**src/rtl/bitwise_pipe_alu.sv**
```systemverilog
// Two-stage valid/ready bitwise ALU: result two cycles after accept, one op per cycle, a stall holds both stages.
// Defining BITWISE_PIPE_ALU_REDUCE_EN adds registered AND/OR/XOR reductions of the result.
module bitwise_pipe_alu #(
    parameter int WIDTH = 8,
    parameter int CNT_W = 16
) (
    input  logic             clk,
    input  logic             rst,
    input  logic             in_valid,
    output logic             in_ready,
    input  logic [2:0]       in_op,
    input  logic [WIDTH-1:0] in_a,
    input  logic [WIDTH-1:0] in_b,
    output logic             out_valid,
    input  logic             out_ready,
    output logic [WIDTH-1:0] out_result,
    output logic [2:0]       out_op,
    output logic             out_err,
    output logic [CNT_W-1:0] op_count
`ifdef BITWISE_PIPE_ALU_REDUCE_EN
    ,
    output logic             out_red_and,
    output logic             out_red_or,
    output logic             out_red_xor
`endif
);

    localparam logic [2:0] OP_AND  = 3'd0;
    localparam logic [2:0] OP_OR   = 3'd1;
    localparam logic [2:0] OP_NOT  = 3'd2;
    localparam logic [2:0] OP_NAND = 3'd3;
    localparam logic [2:0] OP_NOR  = 3'd4;
    localparam logic [2:0] OP_XOR  = 3'd5;
    localparam logic [2:0] OP_XNOR = 3'd6;

    logic             s1_v_q, s1_v_d;
    logic [WIDTH-1:0] s1_a_q, s1_a_d;
    logic [WIDTH-1:0] s1_b_q, s1_b_d;
    logic [2:0]       s1_op_q, s1_op_d;

    logic             s2_v_q, s2_v_d;
    logic [WIDTH-1:0] s2_res_q, s2_res_d;
    logic [2:0]       s2_op_q, s2_op_d;
    logic             s2_err_q, s2_err_d;

    logic [CNT_W-1:0] cnt_q, cnt_d;

    logic             in_fire;
    logic             out_fire;
    logic             s2_load;
    logic [WIDTH-1:0] alu_res;
    logic             alu_err;

    assign s2_load  = s1_v_q && (!s2_v_q || out_ready);
    assign out_fire = s2_v_q && out_ready;
    // S1 frees up in the same cycle its contents move into S2.
    assign in_ready = !s1_v_q || !s2_v_q || out_ready;
    assign in_fire  = in_valid && in_ready;

    always_comb begin
        alu_res = '0;
        alu_err = 1'b0;
        case (s1_op_q)
            OP_AND:  alu_res = s1_a_q & s1_b_q;
            OP_OR:   alu_res = s1_a_q | s1_b_q;
            OP_NOT:  alu_res = ~s1_a_q;
            OP_NAND: alu_res = ~(s1_a_q & s1_b_q);
            OP_NOR:  alu_res = ~(s1_a_q | s1_b_q);
            OP_XOR:  alu_res = s1_a_q ^ s1_b_q;
            OP_XNOR: alu_res = ~(s1_a_q ^ s1_b_q);
            default: alu_err = 1'b1;
        endcase
    end

    always_comb begin
        s1_v_d   = in_fire | (s1_v_q & ~s2_load);
        s1_a_d   = in_fire ? in_a  : s1_a_q;
        s1_b_d   = in_fire ? in_b  : s1_b_q;
        s1_op_d  = in_fire ? in_op : s1_op_q;

        s2_v_d   = s2_load | (s2_v_q & ~out_ready);
        s2_res_d = s2_load ? alu_res : s2_res_q;
        s2_op_d  = s2_load ? s1_op_q : s2_op_q;
        s2_err_d = s2_load ? alu_err : s2_err_q;

        cnt_d    = out_fire ? cnt_q + CNT_W'(1) : cnt_q;
    end

    always_ff @(posedge clk) begin
        if (rst) begin
            s1_v_q   <= 1'b0;
            s1_a_q   <= '0;
            s1_b_q   <= '0;
            s1_op_q  <= '0;
            s2_v_q   <= 1'b0;
            s2_res_q <= '0;
            s2_op_q  <= '0;
            s2_err_q <= 1'b0;
            cnt_q    <= '0;
        end else begin
            s1_v_q   <= s1_v_d;
            s1_a_q   <= s1_a_d;
            s1_b_q   <= s1_b_d;
            s1_op_q  <= s1_op_d;
            s2_v_q   <= s2_v_d;
            s2_res_q <= s2_res_d;
            s2_op_q  <= s2_op_d;
            s2_err_q <= s2_err_d;
            cnt_q    <= cnt_d;
        end
    end

    assign out_valid  = s2_v_q;
    assign out_result = s2_res_q;
    assign out_op     = s2_op_q;
    assign out_err    = s2_err_q;
    assign op_count   = cnt_q;

`ifdef BITWISE_PIPE_ALU_REDUCE_EN
    logic red_and_q, red_and_d;
    logic red_or_q,  red_or_d;
    logic red_xor_q, red_xor_d;

    always_comb begin
        red_and_d = s2_load ? (&alu_res) : red_and_q;
        red_or_d  = s2_load ? (|alu_res) : red_or_q;
        red_xor_d = s2_load ? (^alu_res) : red_xor_q;
    end

    always_ff @(posedge clk) begin
        if (rst) begin
            red_and_q <= 1'b0;
            red_or_q  <= 1'b0;
            red_xor_q <= 1'b0;
        end else begin
            red_and_q <= red_and_d;
            red_or_q  <= red_or_d;
            red_xor_q <= red_xor_d;
        end
    end

    assign out_red_and = red_and_q;
    assign out_red_or  = red_or_q;
    assign out_red_xor = red_xor_q;
`endif

endmodule

```
**config.mk**
```make
export PLATFORM = sky130hd
export DESIGN_NAME = bitwise_pipe_alu
export DESIGN_NICKNAME = d
export VERILOG_FILES = /design/src/rtl/bitwise_pipe_alu.sv
export SDC_FILE = /design/constraint.sdc
export NUM_CORES = 1
export LEC_CHECK = 0
export CAP_MARGIN = 20
export CORE_MARGIN = 2
export CORE_UTILIZATION = 56
export CTS_CLUSTER_DIAMETER = 30
export DETAILED_ROUTE_END_ITERATION = 8
export MAX_ROUTING_LAYER = met4
export PLACE_DENSITY = 0.95
export SLEW_MARGIN = 25
export SYNTH_ARGS = -nofsm -noshare
export SYNTH_HDL_FRONTEND = slang
export SYNTH_SLANG_ARGS = --single-unit
```
**constraint.sdc**
```tcl
create_clock -name clk -period 4.9 [get_ports clk]
set_input_delay 1.225 -clock clk [delete_from_list [all_inputs] [get_ports clk]]
set_output_delay 1.225 -clock clk [all_outputs]
set_load 0.01 [all_outputs]
```
Word-level counts from Yosys, hierarchy flattened
Index checks and enable logic that the tools add are counted.
W data, S select, Z words.

cells by class
  $add $sub $neg = 1
  equality and inequality tests = 6
  multiplexer cells = 2
  bitwise gates (word level) = 13
  reductions and logical operators = 10

operator list
  cell                     count
  $pmux W8 S7              1
  $not A8 Y8               4
  $add A16 B1 Y16 const B  1
  $eq A3 B3 Y1 const B     3
  $and A8 B8 Y8            1
  $or A8 B8 Y8             1
  $xor A8 B8 Y8            1
  $reduce_or A7 Y1         1
  $eq A3 B2 Y1 const B     2
  $eq A3 B1 Y1 const B     1
  $logic_and A1 B1 Y1      3
  $logic_not A3 Y1         1
  $logic_or A1 B1 Y1       3
  $and A1 B1 Y1            2
  $logic_not A1 Y1         2
  $not A1 Y1               2
  $or A1 B1 Y1             2
  $mux W1                  1

storage, ports and cells
  register bits after elaboration = 49
  output and inout port bits = 30
  logic and storage cells = 41

Logic depth before layout (Yosys ltp)
  depth after elaboration = 6
  gate-level depth with buffers = 6
  mapped depth without buffers = 6

Worst setup path before layout
No wires, ideal clock.

  path kind = in2out
  from = in out_ready
  to = out in_ready
  arrival time = 1.593 ns
  slack = 2.082 ns
  stages = 2
  cell sequence = buf_2 nand3b_1

on the way
  cells in the longest elaborated chain, start to end = 1

ends and longest elaborated chain
  what                line  RTL
  from (decl)         15    input logic out_ready,
  $logic_or A1 B1 Y1  57    assign in_ready = !s1_v_q || !s2_v_q || out_ready;
  to (decl)           10    output logic in_ready,

Every way passes these cells.

Worst setup path after layout
Same ends and word-level chain as after synthesis.

==> qor.yml <==
global_routing:
  grt_overflow: 0
  first_pass_grt_wire_length_um: 9991
  grt_util_all_layers: 0.2410
  number_of_antenna_violations_at_the_first_check_in_global_routing: 0
  first_global_vias: 2328
  maximum_number_of_pins_on_one_net_before_global_route_repair: 39
floorplanning:
  placementRows: 25
  floorplan.io_pins: 53
  fp.dieH_um: 73.49
  dieWidth_um: 73.49
  initial_utilization: 0.5763
  design.core.area_um2: 4692
  die_ar_um2: 5400
route:
  wl_per_cell_um: 14.18
  remaining_drc_errors: 0
  viasPerCell: 5.838
  initialDrtViolationCount: 159
  detail_route.first_pass.iterations: 4
  routed_via_count: 2528
  final_antenna_net_count: 0
  route.final.wire_length_um: 6141
critical_path:
  regToRegStartpoint: "s1_op_q[2]"
  worst_setup_path_endpoint: "in_ready"
  crit_fanout: 9
  critPathRequiredTime_ns: 3.67
  critical_path_start: "out_ready"
  worst-r2r-cell-count: 4
  critical_path.endpoint_type: "output pin"
  path_class: "input pin to output pin"
  timing.reg2reg.setup_slack_ns: 2.90
  reg2reg_to: "out_result[7]"
  cp_data_arrival_time_ns: 2.60
  worst_setup_path_start_kind: "input pin"
yosys:
  post_synth_xor_area_fraction: 0.02915
  syn_area_per_cell_um2: 7.929
  asyncSetResetFlopFracSynth: 0
  post_synth_mux_area_share: 0.02406
  synth.yosys.warnings: 0
  synth_enable_flop_cells: 0
  synth_nets: 381
  yosys.area_share.adder: 0.07867
  postSynthRegisterBits: 49
  synth-seq-area-share: 0.3628
  synth_compound_area_frac: 0.1823
  synth_simple_gate_area_share: 0.2536
  synthCells: 341
  synth_area_um2: 2704
  synth_top_family_by_area: "simple AND/OR/NAND/NOR gates"
  ys.flop_type: "dfxtp_1"
  ys_types: 43
placement:
  post-dp-hpwl_um: 4202
  portBuffers: 52
  gp_congestion: 0.8599
pwr:
  vdd_drop_max_uv: 149.6
  cell_pwr_density_nw_per_um2: 245.0
  finalPower_w: 0.0008048
  power.static_leakage_nw: 1.185
clocking:
  cts_post_setup_buffers_inserted: 0
  clkSinkCount: 49
  cts_tree: "yes"
  cts-hold-fix-buffers: 0
  clock-root-buffer: "clkbuf_8"
  htreeDepth: 2
  numCtsBuffers: 5
  clock_latency_ns: 0.32
  ctsLongestPathBuffers: 2
  clkSlewWorstSetupHoldPaths_ns: 0.08
  postCtsResizedCells: 0
worst_hold_path:
  hold_path.class: "register to register"
timing:
  slew_headroom: 0.3096
  finalHoldWorstSlack_ns: 0.4577
  timing.setup.tns_ns: 0
  finalSetupViolCount: 0
  finalCriticalPeriod_ns: 3.822
  final_hold_viol_count: 0
  timing.final.crit_share: 0.7801
  maxClockFrequency_ghz: 0.2616
  finClkSkew_ns: 0.01198
  worst_slew_pin_slew_ns: 1.032
  slew_violations: 0
  setup_repair_after_global_routing_missed_its_margin: "no"
final_layout:
  nFillCells: 377
  flow.area_growth_from_synthesis_pct: 21.52
  fraction_of_final_layout_cells_with_drive_strength_greater_than_1: 0.04485
  final_net_count: 418
  most-common-layout-cells: "61 x nand2_1, 52 x clkdlybuf4s50_1, 48 x dfxtp_1"
  antenna_cells_inserted: 0
  most_frequent_standard_cell_in_the_layout_excluding_fill_and_tap_cells: "nand2_1"
run:
  drv_cap: 0
status:
  outcome: "completed"
-- stage by stage --
step | util | cells | worst slack (ns) | instance area [um2]
after floorplan | - | 341 | 2.082 | 2704
after global placement | 0.6800 | 425 | 1.124 | 3191
after detailed placement | 0.6800 | 425 | 1.109 | 3191
after CTS | 0.7000 | 433 | 1.091 | 3284
after global routing | 0.7003 | 433 | 1.027 | 3286
final | 0.7003 | 433 | 1.078 | 3286
-- worst max-delay path, cell delays in order --
cell and delay [ns]:
clkdlybuf4s50_1 0.61, nand3b_1 0.20, clkdlybuf4s50_1 0.56
-- synth_stat cells, types with 6 or more instances --
cell | instances | area [um2]
nand2_1 | 61 | 229.0
dfxtp_1 | 49 | 980.9
a21oi_1 | 44 | 220.2
inv_1 | 19 | 71.32
nor2_1 | 18 | 67.56
ha_1 | 17 | 212.7
buf_2 | 12 | 60.06
nand3_1 | 11 | 55.05
clkbuf_1 | 10 | 37.54
nand3b_1 | 8 | 60.06
o21ai_0 | 8 | 40.04
nand2b_1 | 7 | 43.79
xor2_1 | 7 | 61.31
a211oi_1 | 6 | 45.04
nand4_1 | 6 | 37.54
o221ai_1 | 6 | 52.55
-- power breakdown --
part           internal [W]  total [W]  switching, W
clock network      0.000103   0.000252      0.000149
logic             0.0000596   0.000120     0.0000605
registers          0.000413   0.000432     0.0000199
-- state kept, by name, summed over array words and instances (netlist names) --
signal	count
out_err	1
s1_a_q	8
out_valid	1
s1_v_q	1
op_count	16
out_result	8
s1_op_q	3
out_op	3
s1_b_q	8
-- cell type report --
| cell class | instances | area (um2) | share of cell area |
|---|---|---|---|
| repair buffers | 54 | 535.5 | 0.1630 |
| flip-flops and latches | 49 | 982.2 | 0.2989 |
| clock inverters | 3 | 25.02 | 0.007616 |
| multi-input cells | 249 | 1535 | 0.4673 |
| inverters | 19 | 71.32 | 0.02171 |
| well taps | 54 | 67.56 | 0.02056 |
| clock buffers | 5 | 68.82 | 0.02094 |
-- cell families (layout without fill, tap and decap cells) --
| kind of cell | count (synthesis) | after routing |
|---|---|---|
| fa+ha+maj | 17 | 17 |
| mux | 6 | 6 |
| compound gates | 80 | 80 |
| xor+xnor | 9 | 9 |
| simple gates | 137 | 137 |
| flops | 49 | 49 |
| buf+inv | 43 | 81 |
-- how the worst min path moves through the flow --
stage                  startpoint             to  slack [ns]  cells past startpoint
finish              out_result[4]  out_result[4]        0.46                      2
global route            out_op[0]      out_op[0]        0.47                      2
CTS                 out_result[4]  out_result[4]        0.46                      2
detailed placement      out_op[1]      out_op[1]        0.45                      2
global placement        out_op[1]      out_op[1]        0.44                      2
floorplan               s1_b_q[0]      s1_b_q[0]        0.45                      2
-- routing by layer --
layer	track usage	up-vias	wire length, um
met1	0.2774	1180	2575
met5	-	-	0
met3	0.04938	8	283
met4	0.09697	0	96
met2	0.4077	77	3186
li1	-	1263	-
Power figures use the tool's default switching activity.
